$ cat config.mk
export PLATFORM = sky130hd
export DESIGN_NAME = spi_adc_reader
export DESIGN_NICKNAME = d
export VERILOG_FILES = /design/src/rtl/spi_adc_pkg.sv /design/src/rtl/spi_adc_reader_sck_gen.sv /design/src/rtl/spi_adc_reader.sv
export SDC_FILE = /design/constraint.sdc
export NUM_CORES = 1
export LEC_CHECK = 0
export CELL_PAD_IN_SITES_DETAIL_PLACEMENT = 1
export CELL_PAD_IN_SITES_GLOBAL_PLACEMENT = 2
export CORE_ASPECT_RATIO = 0.75
export CORE_UTILIZATION = 37
export CTS_BUF_LIST = sky130_fd_sc_hd__clkbuf_4
export CTS_CLUSTER_DIAMETER = 40
export DETAILED_ROUTE_END_ITERATION = 10
export GPL_TIMING_DRIVEN = 0
export MAX_ROUTING_LAYER = met4
export PLACE_DENSITY = 0.84
export SKIP_CTS_REPAIR_TIMING = 1
export SLEW_MARGIN = 20
export SYNTH_ARGS = -nofsm -noshare
export SYNTH_HDL_FRONTEND = slang
export SYNTH_SLANG_ARGS = --single-unit
$ cat constraint.sdc
create_clock -name clk -period 2.3 [get_ports clk]
set_input_delay 0.46 -clock clk [delete_from_list [all_inputs] [get_ports clk]]
set_output_delay 0.46 -clock clk [all_outputs]
set_load 0.02 [all_outputs]
$ cat src/rtl/spi_adc_pkg.sv
// Shared definitions for the SPI ADC reader: FSM encoding, frame layout, defaults.
// Latency: n/a (declarations only).
// Backpressure: n/a.
package spi_adc_pkg;

  // FSM encoding
  typedef enum logic [1:0] {
    IDLE  = 2'd0,
    CONV  = 2'd1,
    SHIFT = 2'd2,
    DONE  = 2'd3
  } state_t;

  // Default frame geometry
  localparam int FRAME_BITS_DEF = 34;
  localparam int SAMPLE_W_DEF   = 14;

  // Bit positions of each channel inside the received frame (MSB first, 33..0)
  localparam int CH0_MSB = 31;
  localparam int CH0_LSB = 18;
  localparam int CH1_MSB = 15;
  localparam int CH1_LSB = 2;

  // Counter width able to hold values 0..n-1, never narrower than one bit
  function automatic int cnt_w(input int n);
    return (n > 1) ? $clog2(n) : 1;
  endfunction

endpackage

$ cat src/rtl/spi_adc_reader_sck_gen.sv
// SPI clock generator: clk/2 toggle while enabled, forced low otherwise, with edge flags.
// Latency: o_sck is registered; o_rise/o_fall flag the edge taken on the coming clk edge.
// Backpressure: none; i_en alone gates the toggle.
module spi_sck_gen (
  input  logic clk,
  input  logic reset_n,
  input  logic i_en,
  output logic o_sck,
  output logic o_rise,
  output logic o_fall
);

  logic r_sck;

  // Toggle every clk while enabled; park low when disabled or in reset
  always_ff @(posedge clk) begin
    if (!reset_n) begin
      r_sck <= 1'b0;
    end else if (i_en) begin
      r_sck <= ~r_sck;
    end else begin
      r_sck <= 1'b0;
    end
  end

  assign o_sck  = r_sck;
  assign o_rise = i_en & ~r_sck;
  assign o_fall = i_en &  r_sck;

endmodule

$ cat src/rtl/spi_adc_reader.sv
// SPI master reading one two-channel ADC frame per start request (optional SPI_ADC_READER_OVERRUN_EN adds sticky overrun flag).
// Latency: start accepted -> data_valid after 1 + CONV_CYCLES + 2*FRAME_BITS clk cycles.
// Backpressure: none; start is only sampled in IDLE, starts while busy are dropped.
module spi_adc_reader
  import spi_adc_pkg::*;
#(
  parameter int FRAME_BITS  = FRAME_BITS_DEF,
  parameter int SAMPLE_W    = SAMPLE_W_DEF,
  parameter int CONV_CYCLES = 2
) (
  input  logic                clk,
  input  logic                reset_n,
  input  logic                start,
  input  logic                spimiso,
  output logic                spisck,
  output logic                ad_conv,
  output logic                busy,
  output logic [SAMPLE_W-1:0] sample_ch0,
  output logic [SAMPLE_W-1:0] sample_ch1,
`ifdef SPI_ADC_READER_OVERRUN_EN
  output logic                overrun,
`endif
  output logic                data_valid
);

  localparam int BCW  = cnt_w(FRAME_BITS);
  localparam int CCW  = cnt_w(CONV_CYCLES);
  // The two leading dummy bits simply fall off the top of the shifter.
  localparam int SR_W = CH0_MSB + 1;

  state_t              r_state;
  state_t              w_next_state;
  logic [CCW-1:0]      r_conv_cnt;
  logic [BCW-1:0]      r_bit_cnt;
  logic [SR_W-1:0]     r_sr;
  logic                r_ad_conv;
  logic                r_data_valid;
  logic [SAMPLE_W-1:0] r_ch0;
  logic [SAMPLE_W-1:0] r_ch1;

  logic w_sck;
  logic w_sck_rise;
  logic w_sck_fall;
  logic w_sck_en;
  logic w_start_acc;
  logic w_ad_conv_nxt;
  logic w_dv_nxt;

  assign w_sck_en    = (r_state == SHIFT);
  assign w_start_acc = (r_state == IDLE) && start;

  spi_sck_gen u_sck_gen (
    .clk     (clk),
    .reset_n (reset_n),
    .i_en    (w_sck_en),
    .o_sck   (w_sck),
    .o_rise  (w_sck_rise),
    .o_fall  (w_sck_fall)
  );

  // State register
  always_ff @(posedge clk) begin
    if (!reset_n) begin
      r_state <= IDLE;
    end else begin
      r_state <= w_next_state;
    end
  end

  // Next-state decode and next values of the registered strobes
  always_comb begin
    w_next_state  = r_state;
    w_ad_conv_nxt = 1'b0;
    w_dv_nxt      = 1'b0;
    case (r_state)
      IDLE:  if (start) w_next_state = CONV;
      CONV:  if (r_conv_cnt == '0) w_next_state = SHIFT;
      // Exit on the final high phase; the toggle itself brings spisck back low.
      SHIFT: if ((r_bit_cnt == '0) && w_sck) w_next_state = DONE;
      DONE:  w_next_state = IDLE;
      default: w_next_state = IDLE;
    endcase
    w_ad_conv_nxt = (w_next_state == CONV);
    w_dv_nxt      = (w_next_state == DONE);
  end

  // Conversion and bit counters, input shifter
  always_ff @(posedge clk) begin
    if (!reset_n) begin
      r_conv_cnt <= '0;
      r_bit_cnt  <= BCW'(FRAME_BITS - 1);
      r_sr       <= '0;
    end else begin
      if (w_start_acc) begin
        r_conv_cnt <= CCW'(CONV_CYCLES - 1);
      end else if ((r_state == CONV) && (r_conv_cnt != '0)) begin
        r_conv_cnt <= r_conv_cnt - 1'b1;
      end
      // Reloaded only on entry to SHIFT; saturates at zero
      if ((r_state == CONV) && (w_next_state == SHIFT)) begin
        r_bit_cnt <= BCW'(FRAME_BITS - 1);
      end else if (w_sck_fall && (r_bit_cnt != '0)) begin
        r_bit_cnt <= r_bit_cnt - 1'b1;
      end
      if (w_sck_rise) begin
        r_sr <= {r_sr[SR_W-2:0], spimiso};
      end
    end
  end

  // Registered outputs: convert strobe, valid pulse and sample holding registers
  always_ff @(posedge clk) begin
    if (!reset_n) begin
      r_ad_conv    <= 1'b0;
      r_data_valid <= 1'b0;
      r_ch0        <= '0;
      r_ch1        <= '0;
    end else begin
      r_ad_conv    <= w_ad_conv_nxt;
      r_data_valid <= w_dv_nxt;
      if (w_dv_nxt) begin
        r_ch0 <= SAMPLE_W'(r_sr[CH0_MSB:CH0_LSB]);
        r_ch1 <= SAMPLE_W'(r_sr[CH1_MSB:CH1_LSB]);
      end
    end
  end

`ifdef SPI_ADC_READER_OVERRUN_EN
  logic r_overrun;

  // Sticky flag for starts dropped while busy; an accepted start clears it
  always_ff @(posedge clk) begin
    if (!reset_n) begin
      r_overrun <= 1'b0;
    end else if (w_start_acc) begin
      r_overrun <= 1'b0;
    end else if (start && (r_state != IDLE) && (r_state != DONE)) begin
      r_overrun <= 1'b1;
    end
  end

  assign overrun = r_overrun;
`endif

  assign spisck     = w_sck;
  assign ad_conv    = r_ad_conv;
  assign busy       = (r_state != IDLE);
  assign sample_ch0 = r_ch0;
  assign sample_ch1 = r_ch1;
  assign data_valid = r_data_valid;

endmodule

==> summary.txt <==
pre-CTS WS: 0.188 ns
vias: 2312
Main synth FF type: dfxtp_1
P_leak: 1.15 nW
Synth area leaders: dfxtp_1, nand2_1, mux2i_1
fraction of layout cells with a size suffix above 1: 0.0916
hold path cells: 2
final wirelength: 6600 um
Hold Violations, Final: 0
# nets final: 383
clock tree buffer depth: 2
grt ovf: 0
final setup fails: 0
# clock sinks: 72
top-count cell post-synth: nand2_1
drt pass-1 iters: 4
Finished Cell Area: 3500 sq um
first-pass GRT wire length: 11200 um
Crit path arrival time: 1.74 ns
Setup Total Neg Slack: 0 ns
GRT Util Overall: 0.180
vias per inst: 4.79
core area: 7430 sq um
Slew headroom: 0.607
final worst slack: 0.101 ns
Final GP Congestion: 0.776
Ys Warns: 0
Netlist cell types: 34
CP required: 1.84 ns
critical-path maximum fanout: 10
chip height: 78.3 um
largest net degree at the start of global routing: 13
Max Cap Viol: 0
worst-case reg-to-reg path depth: 7
Post-Syn Area: 2870 sq um
post-placement cell area: 3350 sq um
wire per inst: 13.7 um
Skew-Pair Late Insertion Delay: 0.41 ns
Layout Area Growth over Synthesis: 22.0%
Worst-path clk slew: 0.11 ns
slowest stage delay, CP: 0.54 ns
Worst Path Class, Setup: flip-flop to output port
IO Pins: 36
crit path time final: 2.20 ns
Yosys top cell by area: dfxtp_1
fmax: 455 MHz
crit start category: flip-flop
status: completed
Final ANT Viol Nets: 0
Commonest cells post-synth: nand2_1, dfxtp_1, a21oi_1, mux2i_1, clkbuf_1
area of the die: 8120 sq um
TritonCTS buffer count: 9
die width: 104 um
Worst path slowest cell: clkdlybuf4s50_1
row cnt: 27
Initial Util: 0.386
flops & latches, synth: 72
initial antenna violation count: 0
I/O Buffers: 35
fin util: 0.471
Root Driver: clkbuf_4
DRT iter0 DRCs: 50
Seq/Total Area, Yosys: 0.502
clock skew: 0.0150 ns
H-tree Lvls: 3
total power: 2.36 mW
Period Utilization, post-route: 0.956
Worst VDD drop: 0.258 mV
crit-path cells: buf_2 -> or2_2 -> clkdlybuf4s50_1
Worst-Margin Slew: 0.589 ns
final slew viol count: 0
post-synth top area share: 0.502
number of global-route vias before repair: 2267
hpwl dp: 4640 um
syn nets: 337
RSZ-0062 raised after global routing: no
DR DRC count: 0
n_diodes: 0
Post-synth ARST share: 0
hold crit path type: flip-flop to flip-flop
pwr dens: 673 nW/um^2
CTS tree: yes
EDFF count, synth: 0
Setup crit end kind: output port
Gate Count Post-Synth: 331
mean post-synth cell area: 8.68 sq um
worst max-delay path, delay by kind of cell (launching register included):
family	cells	cell delay, ns
buffers and inverters	2	0.70
flip-flops	1	0.31
AND/OR/NAND/NOR	1	0.32
stage by stage:
step	hold slack (ns)	std cells
floorplan	0.432	331
global placement	0.441	467
detailed placement	0.449	467
CTS	0.458	483
global route	0.483	483
finish	0.459	483
layout by cell type, fill, tap and decap left out, types with 2 or more instances in the layout:
cell	instances
or3b_1	2
inv_1	7
clkinv_2	2
clkbuf_1	10
nand3b_1	4
ha_1	2
buf_6	3
clkinv_1	3
clkdlybuf4s50_1	35
a21oi_1	34
nand3_1	5
nor2_1	3
buf_2	9
a211oi_1	6
dfxtp_1	72
clkbuf_4	9
or3_1	2
nand2_1	121
mux2i_1	32
bufinv_16	2
worst paths after layout:
| check | start | endpoint | slack (ns) |
|---|---|---|---|
| worst max-delay path | r_state[1] | busy | 0.10 |
| worst min-delay path | r_sr[0] | r_sr[1] | 0.46 |
| worst max register to register | r_bit_cnt[0] | sample_ch1[8] | 0.50 |
| worst min register to register | r_sr[0] | r_sr[1] | 0.46 |
power breakdown:
group	leakage [nW]	total [mW]	switching, mW	internal, mW
logic	0.489	0.207	0.138	0.0687
registers	0.581	1.27	0.00731	1.26
clock network	0.0847	0.882	0.450	0.432
cell type report:
class	instances	area (sq um)
inverters	8	30.0
repair buffers	35	350
well taps	101	126
plain buffers	24	144
clock inverters	7	86.3
flip-flops and latches	72	1440
clock buffers	9	67.6
fillers	923	3930
multi-input cells	227	1260
state kept, by name (all words and copies together), names as in the netlist:
| signal | count |
|---|---|
| u_sck_gen.o_sck | 1 |
| r_bit_cnt | 6 |
| sample_ch0 | 14 |
| r_state | 2 |
| r_conv_cnt | 1 |
| sample_ch1 | 14 |
| r_sr | 32 |
| ad_conv | 1 |
| data_valid | 1 |
metal layers:
layer,share of wire,global-route usage
met1,0.52,0.228
met2,0.44,0.283
met3,0.031,0.0548
met4,0.0058,0.0429
met5,0,-
cells by family after synthesis:
family,count (synthesis),share of synthesized area
mux,33,0.115
compound gates,44,0.0898
buf+inv,32,0.0606
simple gates,148,0.224
flops,72,0.502
fa+ha+maj,2,0.00871
(Power assumes the default switching activity.)
